**config.mk**
```make
export PLATFORM = sky130hd
export DESIGN_NAME = note_spawner_flat
export DESIGN_NICKNAME = d
export VERILOG_FILES = /design/src/rtl/note_spawner_if.sv /design/src/rtl/note_spawner.sv /design/src/flat_wrapper.sv
export SDC_FILE = /design/constraint.sdc
export NUM_CORES = 1
export LEC_CHECK = 0
export ABC_AREA = 1
export CAP_MARGIN = 20
export CELL_PAD_IN_SITES_DETAIL_PLACEMENT = 0
export CELL_PAD_IN_SITES_GLOBAL_PLACEMENT = 1
export CORE_MARGIN = 2
export CORE_UTILIZATION = 40
export CTS_CLUSTER_SIZE = 8
export DETAILED_ROUTE_END_ITERATION = 12
export PLACE_DENSITY = 0.9
export SYNTH_ARGS = -nofsm -noshare
export SYNTH_HDL_FRONTEND = slang
export SYNTH_SLANG_ARGS = --single-unit
```
**constraint.sdc**
```tcl
create_clock -name clk -period 2.1 [get_ports clk]
set_clock_uncertainty 0.05 [all_clocks]
set_input_delay 0.42 -clock clk [delete_from_list [all_inputs] [get_ports clk]]
set_output_delay 0.42 -clock clk [all_outputs]
set_load 0.05 [all_outputs]
```
**src/rtl/note_spawner_if.sv**
```systemverilog
// note_spawner_if: RNG request/sample link for the note spawner.
// rng_enable requests a nibble; rng_rnd is valid while it is high.
interface note_spawner_if;
  logic       rng_enable;
  logic [3:0] rng_rnd;

  modport master (
    output rng_enable,
    input  rng_rnd
  );

  modport slave (
    input  rng_enable,
    output rng_rnd
  );
endinterface

```
**src/rtl/note_spawner.sv**
```systemverilog
// note_spawner: beat-driven 4-lane note highway with key judging.
// Ports: clk, rst (async, active-low), start, pause, keys[3:0],
//   rng (master: rng_enable out, rng_rnd in), highway[4*ROWS-1:0],
//   bottom_row[3:0], hit, miss, streak[7:0], busy.
module note_spawner #(
  parameter int BEAT_DIV = 12500000,
  parameter int ROWS     = 8
) (
  input  logic              clk,
  input  logic              rst,
  input  logic              start,
  input  logic              pause,
  input  logic [3:0]        keys,
  note_spawner_if.master    rng,
  output logic [4*ROWS-1:0] highway,
  output logic [3:0]        bottom_row,
  output logic              hit,
  output logic              miss,
  output logic [7:0]        streak,
  output logic              busy
);

  localparam int CW =
    (BEAT_DIV > 1) ? $clog2(BEAT_DIV) : 1;
  localparam logic [CW-1:0] LAST = CW'(BEAT_DIV - 1);

  typedef enum logic [2:0] {
    IDLE,
    RUN_WAIT,
    REQ,
    CAPT,
    JUDGE,
    SHIFT
  } state_t;

  state_t        st;
  state_t        nxt;
  logic [CW-1:0] cnt;
  logic [3:0]    key_acc;
  logic [3:0]    keys_q;
  logic [3:0]    nib;
  logic [2:0]    pc;
  logic [3:0]    mask;
  logic          match;
  logic          j_hit;
  logic          j_miss;

  assign rng.rng_enable = (st == REQ) || (st == CAPT);
  assign busy       = (st != IDLE);
  assign bottom_row = highway[4*ROWS-1 -: 4];

  // Chords of three or four lanes become rests.
  assign pc = {2'b0, nib[0]} + {2'b0, nib[1]}
            + {2'b0, nib[2]} + {2'b0, nib[3]};
  assign mask = (pc > 3'd2) ? 4'h0 : nib;

  // An empty row with no presses is neither hit nor miss.
  assign match  = (key_acc == bottom_row);
  assign j_hit  = match && (bottom_row != 4'h0);
  assign j_miss = !match;

  always_ff @(posedge clk or negedge rst) begin
    if (!rst) st <= IDLE;
    else      st <= nxt;
  end

  always_comb begin
    nxt = st;
    case (st)
      IDLE:     if (start) nxt = RUN_WAIT;
      RUN_WAIT: if (!pause && cnt == LAST) nxt = REQ;
      REQ:      nxt = CAPT;
      CAPT:     nxt = JUDGE;
      JUDGE:    nxt = SHIFT;
      SHIFT:    nxt = RUN_WAIT;
      default:  nxt = IDLE;
    endcase
  end

  always_ff @(posedge clk or negedge rst) begin
    if (!rst) begin
      highway <= '0;
      streak  <= '0;
      hit     <= 1'b0;
      miss    <= 1'b0;
      cnt     <= '0;
      key_acc <= '0;
      keys_q  <= '0;
      nib     <= '0;
    end else begin
      keys_q <= keys;
      hit    <= 1'b0;
      miss   <= 1'b0;
      case (st)
        IDLE: begin
          if (start) begin
            highway <= '0;
            streak  <= '0;
            key_acc <= '0;
            cnt     <= '0;
          end
        end
        RUN_WAIT: begin
          if (!pause) begin
            key_acc <= key_acc | (keys & ~keys_q);
            cnt <= (cnt == LAST) ? '0 : cnt + CW'(1);
          end
        end
        CAPT: nib <= rng.rng_rnd;
        JUDGE: begin
          hit     <= j_hit;
          miss    <= j_miss;
          key_acc <= '0;
          unique case (1'b1)
            j_hit:
              if (streak != 8'hFF) streak <= streak + 8'd1;
            j_miss:  streak <= '0;
            default: ;
          endcase
        end
        SHIFT:
          highway <= {highway[4*ROWS-5:0], mask};
        default: ;
      endcase
    end
  end

endmodule

```
**src/flat_wrapper.sv**
```systemverilog
// flat-port wrapper written by rule: the top's interface ports become plain ports
module note_spawner_flat 
#(
  parameter int BEAT_DIV = 12500000,
  parameter int ROWS     = 8
)
  (clk, rst, start, pause, keys, highway, bottom_row, hit, miss, streak, busy, rng_rng_enable, rng_rng_rnd);
  note_spawner_if rng_i ();
  input  logic clk;
  input  logic rst;
  input  logic start;
  input  logic pause;
  input  logic [3:0] keys;
  output logic [4*ROWS-1:0] highway;
  output logic [3:0] bottom_row;
  output logic hit;
  output logic miss;
  output logic [7:0] streak;
  output logic busy;
  output wire logic [$bits(rng_i.rng_enable)-1:0] rng_rng_enable;
  input wire logic [$bits(rng_i.rng_rnd)-1:0] rng_rng_rnd;
  assign rng_rng_enable = rng_i.rng_enable;
  assign rng_i.rng_rnd = rng_rng_rnd;
  note_spawner #(.BEAT_DIV(BEAT_DIV), .ROWS(ROWS)) u_core (.clk(clk), .rst(rst), .start(start), .pause(pause), .keys(keys), .rng(rng_i), .highway(highway), .bottom_row(bottom_row), .hit(hit), .miss(miss), .streak(streak), .busy(busy));
endmodule
```
---- After elaboration in Yosys (flattened, before gate mapping) ----
Index checks and enable logic that the tools add are counted.
word-level totals
  flip-flop bits (word level) ............. 81
  input bits .............................. 12
  logic and storage cells ................. 67
operators by class
  $add $sub $neg .......................... 5
  order comparisons ....................... 1
  eq/ne operators ......................... 13
  mux-type cells .......................... 19
  bitwise gates (word level) .............. 3
  reduce and logical (&&, ||, !) cells .... 17
operators with widths
  operator                                              number
  2-to-1 mux 24 bit                                     3
  one-hot mux 32 bit (2 select lines)                   1
  one-hot mux 24 bit (2 select lines)                   1
  2-to-1 mux 32 bit                                     1
  one-hot mux 8 bit (2 select lines)                    2
  adder 24 x 1 -> 24 bit (second input constant)        1
  equality test 24 bit (second input constant)          1
  one-hot mux 3 bit (6 select lines)                    1
  2-to-1 mux 8 bit                                      2
  2-to-1 mux 4 bit                                      3
  one-hot mux 4 bit (3 select lines)                    1
  adder 8 x 1 -> 8 bit (second input constant)          1
  inequality test 8 bit (second input constant)         1
  adder 3 x 1 -> 3 bit                                  2
  equality test 3 x 2 -> 1 bit (second input constant)  2
  equality test 3 bit (second input constant)           2
  2-to-1 mux 3 bit                                      2
  AND reduction 3 bit                                   2
  nonzero test 2 bit                                    3
  nonzero test 3 bit                                    2
  bitwise AND 4 bit                                     1
  equality test 4 bit                                   1
  inequality test 2 bit (second input constant)         2
  NOT 4 bit                                             1
  15 further kinds                                      19

---- Logic depth before layout (Yosys ltp) ----
Gate-level depths: netlist of run 1.
  depth after elaboration ................. 6
  depth in mapped cells ................... 10

---- Worst setup path after synthesis of run 1 ----
OpenSTA, ideal clock, no wires.
  path kind ............................... reg2reg
  start ................................... register u_core.st[1]
  end ..................................... register u_core.nib[0]
  setup time .............................. 129 ps
  data arrival time ....................... 1703 ps
  setup slack ............................. 219 ps
  cell stages (with the launch flop) ...... 6
  buffers on the path ..................... 0
  clock period less this slack ............ 1881 ps
  cells stage by stage .................... dfrtp_1 -> inv_2 -> nor2_1 -> nand2_1 -> nor2_1 -> a21oi_1
between the ends
  word-level cells in the longest chain between the ends .. 1
RTL lines
  what                          RTL line             text
  start: declaration            note_spawner.sv:36   state_t st;
  start signal: assignment      note_spawner.sv:64   else st <= nxt;
  equality test 3 x 2 -> 1 bit  note_spawner.sv:94   case (st)
  end signal: assignment        note_spawner.sv:109  CAPT: nib <= rng.rng_rnd;
  end: declaration              note_spawner.sv:41   logic [3:0] nib;
No other way between the ends.
A chain may end at the register's enable or synchronous reset.

---- Worst setup path in the final report of run 1 ----
  start ................................... register u_core.highway[5]
  end ..................................... output highway[5]
RTL lines
  what                      RTL line             text
  start: declaration        note_spawner.sv:15   output logic [4*ROWS-1:0] highway,
  start signal: assignment  note_spawner.sv:122  highway <= {highway[4*ROWS-5:0], mask};
  end: declaration          flat_wrapper.sv:14   output logic [4*ROWS-1:0] highway;
No word-level cell between the ends.

==> results of run 1 <==
## area by class of cell
| type | count | area share (%) |
|---|---|---|
| flip-flops and latches | 81 | 39.0 |
| multi-input cells | 366 | 35.3 |
| repair buffers | 64 | 12.4 |
| inverters | 83 | 6.09 |
| well taps | 136 | 3.27 |
| clock buffers | 9 | 2.38 |
| clock inverters | 7 | 1.49 |
## routing by layer
metal	up-vias	global-route usage [%]	routed length [µm]
li1	1860	-	-
met1	1767	24.5	4590
met2	93	30.9	4830
met3	11	3.69	465
met4	0	6.40	139
met5	-	0	0
## per-stage QoR
| step | utilization (%) | cell area [µm²] | power [mW] |
|---|---|---|---|
| floorplan | - | 4270 | 1.90 |
| global placement | 48.3 | 4980 | 2.02 |
| detailed placement | 48.3 | 4980 | 2.03 |
| CTS | 50.2 | 5180 | 3.23 |
| global route | 50.3 | 5200 | 3.35 |
| finish | 50.3 | 5200 | 3.19 |
## repair_timing
item / CTS / global route
resized for setup: 9 / 4
setup endpoints to repair: 9 / 4
hold buffers: 1 / 0
endpoints found under the hold margin: 33 / 0
## worst min-delay path by stage
stage	startpoint	endpoint	slack (ps)
after floorplan	rst	u_core.cnt[0]	70
after global placement	rst	u_core.highway[12]	340
after detailed placement	rst	u_core.highway[12]	350
after CTS	u_core.keys_q[2]	u_core.key_acc[2]	460
after global routing	u_core.keys_q[2]	u_core.key_acc[2]	480
final	u_core.keys_q[0]	u_core.key_acc[0]	460
## kinds of logic (layout without fill, tap and decap cells)
logic type      after synthesis  count (layout)  share of synthesized area [%]
simple gates                289             289                           30.0
buf+inv                      98             163                           9.67
flops                        81              81                           47.5
compound gates               62              62                           9.06
xor+xnor                      9               9                           1.85
fa+ha+maj                     6               6                           1.93
## flip-flops by register name, summed over array words and instances, names as in the netlist
name	count
u_core.miss	1
u_core.key_acc	4
u_core.highway	32
u_core.keys_q	4
u_core.cnt	24
u_core.hit	1
u_core.nib	4
u_core.streak	8
u_core.st	3
## layout by cell type, fill, tap and decap left out, types with 3 or more instances in the layout
cell type,instances
nand2_1,144
dfrtp_1,81
inv_1,76
nor2_1,70
clkdlybuf4s50_1,40
nand3_1,35
o22ai_1,31
a21oi_1,12
clkbuf_8,9
dlygate4sd2_1,9
nor3_1,8
buf_4,8
nand3b_1,7
nand4_1,7
inv_2,6
xnor2_1,5
o21ai_0,5
ha_1,5
nor2_4,4
nor2_2,4
xor2_1,4
o32ai_1,4
inv_6,3
nand2_2,3
o21ai_1,3
dlymetal6s2s_1,3
buf_12,3
## power by group through the flow
stage	registers [mW]	clock network [mW]	logic, mW
2_1_floorplan	1.70	0	0.204
3_3_place_gp	1.71	0	0.301
3_5_place_dp	1.72	0	0.314
4_1_cts	1.69	1.22	0.315
5_1_grt	1.70	1.29	0.357
6_report	1.69	1.19	0.313
==> run metrics, run 1 <==
RePlAce Congestion=between 0.8 and 0.9; Reg-to-Reg Start=u_core.nib[1]; Initial Util=approximately two fifths; relative slew slack=around 66%; minimum clock period=~2000 ps; htree depth=3; CP cell instances=clkdlybuf4s50_1; dpl cells=729; largest net degree at the start of global routing=between 40 and 50; setup TNS=0 ps; power share of the clock group=37.2%; Worst Reg-to-Reg Cells=6; CTS tree=yes; Yosys cell types=37; hold path depth=2; GRT Total Usage=between 10% and 20%; vias in the first global route=3675; logic gate share of total power=9.8%; post-synth top area cell=dfrtp_1; violation count after the first detailed-route iteration=200; I/O Buffers=59; Async SR Flop Fraction=100%; Main synth FF type=dfrtp_1; worst vdd ir=~0.00028 V; worst-case clock buffer depth=2; area of the core=slightly above 10000 µm²; share of cells above drive strength 1=under 10%; Die X=107 µm; number of synthesized flops with an enable pin=0; Final nets=about 620; Synth top cells by count=144 x nand2_1, 81 x dfrtp_1, 76 x inv_1; Area contributors post-synth=dfrtp_1 47%, nand2_1 13%, inv_1 6.7%; die area=11500 µm²; Worst Path Arrival=roughly 1600 ps; P_leak=2.51 nW; die height=approximately 110 µm; sequential fraction of the synthesis area=roughly 47%; unrepaired setup endpoints after global routing=no; Area Overhead vs Synth=21.7%; Post-Syn Nets=approximately 560; Clock transition at path regs=100 ps; Slew @ Worst Pin=513 ps; CP Depth=1; number of synthesized register bits=81; final setup fails=0; cell with the most instances after synthesis=nand2_1; IO Count=60; Psw=around 0.89 mW; DRC=0; maximum clock frequency=a little under 0.5 GHz; Layout Cells excl Fill=~750; r2r endpoint=u_core.highway[1]; worst skew pair latency=between 300 and 400 ps; Int Power=approximately 2.3 mW; Max Slew Vio Count=0; final hold slack=roughly 460 ps; CP startpoint kind=flip-flop; Worst Path Buf+Inv=1; Multi-input gate area=roughly 1800 µm²; GRT overflow=0; DR vias=around 3700; CP peak stage delay=slightly above 800 ps; Final Hold Viols=0; clk root buf=clkbuf_8; # clock sinks=81; period utilization=96.2%; Syn Inst Count=roughly 550; critical path launch point=u_core.highway[5]; DR pass1 iterations=4; Avg Cell Area, Syn=~7.8 µm²; critical path peak fanout=2; routed len/inst=roughly 13 µm; status=completed; Power per Cell Area=a little over 600 nW/µm²; Setup Slack @ Placement=roughly 78 ps; post-DP HPWL=roughly 7.4 mm; FP Rows=37; CTS buffer count=9; Seq pwr share=a little over half; internal reg-to-reg setup slack=roughly 120 ps; type of the worst min-delay path=reg2reg; Detail Route Antenna Nets=0; slowest CP cell=clkdlybuf4s50_1; CP endpoint kind=output pin; CP delay by family, top=buffers and inverters; setup slack after layout=approximately 80 ps; Post-Syn Area=~4300 µm²; max cap viols=0; ant diodes=0; initial antenna violation count=0; Yosys warnings=0; post-CTS setup buffer count=0; fillers=around 1000; type of the worst setup path=reg2out; capture point of the worst path=highway[5]; Crit path required time=between 1500 and 2000 ps; Vias/cell=5.00; area fraction of the dominant cell type after synthesis=a little under half; Net Sw Frac=27.8%; register area=slightly above 2000 µm²; WL final=between 10 and 15 mm; first-pass GRT wire length=~17 mm
Power figures use the tool's default switching activity.
==> run 2: changes to the inputs <==
--- a/config.mk
+++ b/config.mk
@@ -9,7 +9,6 @@
 export CAP_MARGIN = 20
 export CELL_PAD_IN_SITES_DETAIL_PLACEMENT = 0
 export CELL_PAD_IN_SITES_GLOBAL_PLACEMENT = 1
-export CORE_MARGIN = 2
 export CORE_UTILIZATION = 40
 export CTS_CLUSTER_SIZE = 8
 export DETAILED_ROUTE_END_ITERATION = 12
==> run 2 against run 1 <==
  * Critical path depth stayed put
  * Non-clock buffer count rose by 2
  * Worst setup slack worse by 42 ps
  * Fmax is 2.0% lower
  * Largest power group unchanged
  * Die area shrank 3.7%
  * Highest routed layer unchanged
  * Largest cell class unchanged
==> run metrics, run 2 (same netlist as run 1, synthesis figures left out) <==
minimum clock period=2060 ps (+42.2 ps); Area Overhead vs Synth=22.0%; worst skew pair latency=370 ps (about the same); CP Depth=1 (unchanged); Die X=105 µm (-1.9%); WL final=9.77 mm (-2.5%); FP Rows=37 (unchanged); DR pass1 iterations=4 (unchanged); type of the worst setup path=reg2out; post-CTS setup buffer count=0 (unchanged); die height=105 µm (-1.9%); Initial Util=41.4% (unchanged); largest net degree at the start of global routing=43 (-12%); routed len/inst=13.1 µm (-2.7%); most frequent cells in the layout=144 x nand2_1, 81 x dfrtp_1, 76 x inv_1; Worst Path Buf+Inv=1 (unchanged); maximum clock frequency=0.485 GHz (-2.0%); critical path peak fanout=4 (+2); Final nets=625 (+0.32%); max cap viols=0 (unchanged); fillers=1042 (+7.0%); P_leak=2.52 nW (+0.39%); Max Slew Vio Count=0 (unchanged); Crit path required time=1630 ps (about the same); Worst Reg-to-Reg Cells=6 (unchanged); share of cells above drive strength 1=8.51% (-0.34 points); GRT Total Usage=19.6% (+0.92 points); Reg-to-Reg Start=u_core.nib[0]; GRT overflow=0 (unchanged); Final Total Pwr=3.25 mW (+2.0%); die area=11100 µm² (-3.7%); vias in the first global route=3734 (+1.6%); CP startpoint kind=flip-flop; worst-case clock buffer depth=2 (unchanged); Detail Route Antenna Nets=0 (unchanged); Slew @ Worst Pin=519 ps (+5.75 ps); Layout Cells excl Fill=747 (+0.13%); violation count after the first detailed-route iteration=193 (-3.5%); CP peak stage delay=830 ps (about the same); post-DP HPWL=7.25 mm (-1.5%); slowest CP cell=clkdlybuf4s50_1; r2r endpoint=u_core.highway[1]; Regs by FF count=u_core.highway: 32 flops, u_core.cnt: 24 flops, u_core.streak: 8 flops; Worst Path Arrival=1590 ps (+40 ps); dpl cells=731 (+0.27%); worst vdd ir=0.000315 V (+13%); final hold slack=464 ps (+6.80 ps); relative slew slack=65.4% (-0.28 points); initial antenna violation count=0 (unchanged); CTS tree=yes; # clock sinks=81 (unchanged); type of the worst min-delay path=reg2reg; CP delay by family, top=buffers and inverters; clk root buf=clkbuf_8; CP cell instances=clkdlybuf4s50_1; DP Area=4990 µm² (+0.15%); critical path launch point=u_core.highway[30]; ant diodes=0 (unchanged); final setup fails=0 (unchanged); IO Count=60 (unchanged); max FFs per register=32 (unchanged); capture point of the worst path=bottom_row[2]; RePlAce Congestion=0.861 (-2.1%); Vias/cell=5.03 (+0.56%); status=completed; unrepaired setup endpoints after global routing=no; first-pass GRT wire length=17.3 mm (+1.5%); htree depth=3 (unchanged); Power per Cell Area=624 nW/µm² (+1.7%); DRC=0 (unchanged); area of the core=10300 µm² (unchanged); Final Hold Viols=0 (unchanged); I/O Buffers=59 (unchanged); CP endpoint kind=output pin; internal reg-to-reg setup slack=160 ps (+40 ps); Clock transition at path regs=90 ps (about the same); DR vias=3757 (+0.70%); period utilization=98.2% (+2.0 points); setup TNS=0 ps (unchanged); finished layout cell area=5210 µm² (+0.22%); CTS buffer count=9 (unchanged); Most flops, register=u_core.highway; commonest non-fill, non-tap cell in the layout=nand2_1
## run 2: report_power, final
group / total [mW] / switching, mW / leakage, nW / internal, mW
logic: 0.312 / 0.199 / 1.53 / 0.113
clock network: 1.25 / 0.587 / 0.102 / 0.664
registers: 1.69 / 0.0665 / 0.886 / 1.62
total: 3.25 / 0.852 / 2.52 / 2.40
## run 2: worst min-delay path by stage
stage	start	to	slack, ps	cells after the start
after detailed placement	rst	u_core.highway[14]	390	1
after CTS	u_core.keys_q[2]	u_core.key_acc[2]	460	2
after floorplan	rst	u_core.cnt[0]	70	0
final	u_core.keys_q[2]	u_core.key_acc[2]	460	2
after global placement	rst	u_core.highway[14]	380	1
after global routing	keys[1]	u_core.keys_q[1]	490	1
## run 2: layout make-up
class	instances	area (µm²)	share of cell area (%)
repair buffers	66	651	12.5
multi-input cells	366	1840	35.2
well taps	136	170	3.27
clock buffers	10	128	2.45
inverters	83	317	6.08
flip-flops and latches	81	2030	38.9
clock inverters	5	81.3	1.56
## run 2: repair_timing
item / 4_1_cts / 5_1_grt
cloned: 0 / 0
hold buffers: 1 / 0
hold endpoints to repair: 33 / 0
gates resized for setup: 10 / 3
endpoints found under the setup margin: 10 / 6
pin swaps: 0 / 0
## run 2: stage by stage
step	util (%)	worst slack (ps)
after floorplan	-	219
after global placement	48.3	163
after detailed placement	48.3	88.7
after CTS	50.3	14.7
after global routing	50.5	3.56
final	50.5	38.0
## run 2: per-layer routing
layer | track usage (%) | share of wire, %
met3 | 3.03 | 4.6
met4 | 7.95 | 1.9
met2 | 32.0 | 48
met5 | 0 | 0
met1 | 26.1 | 46
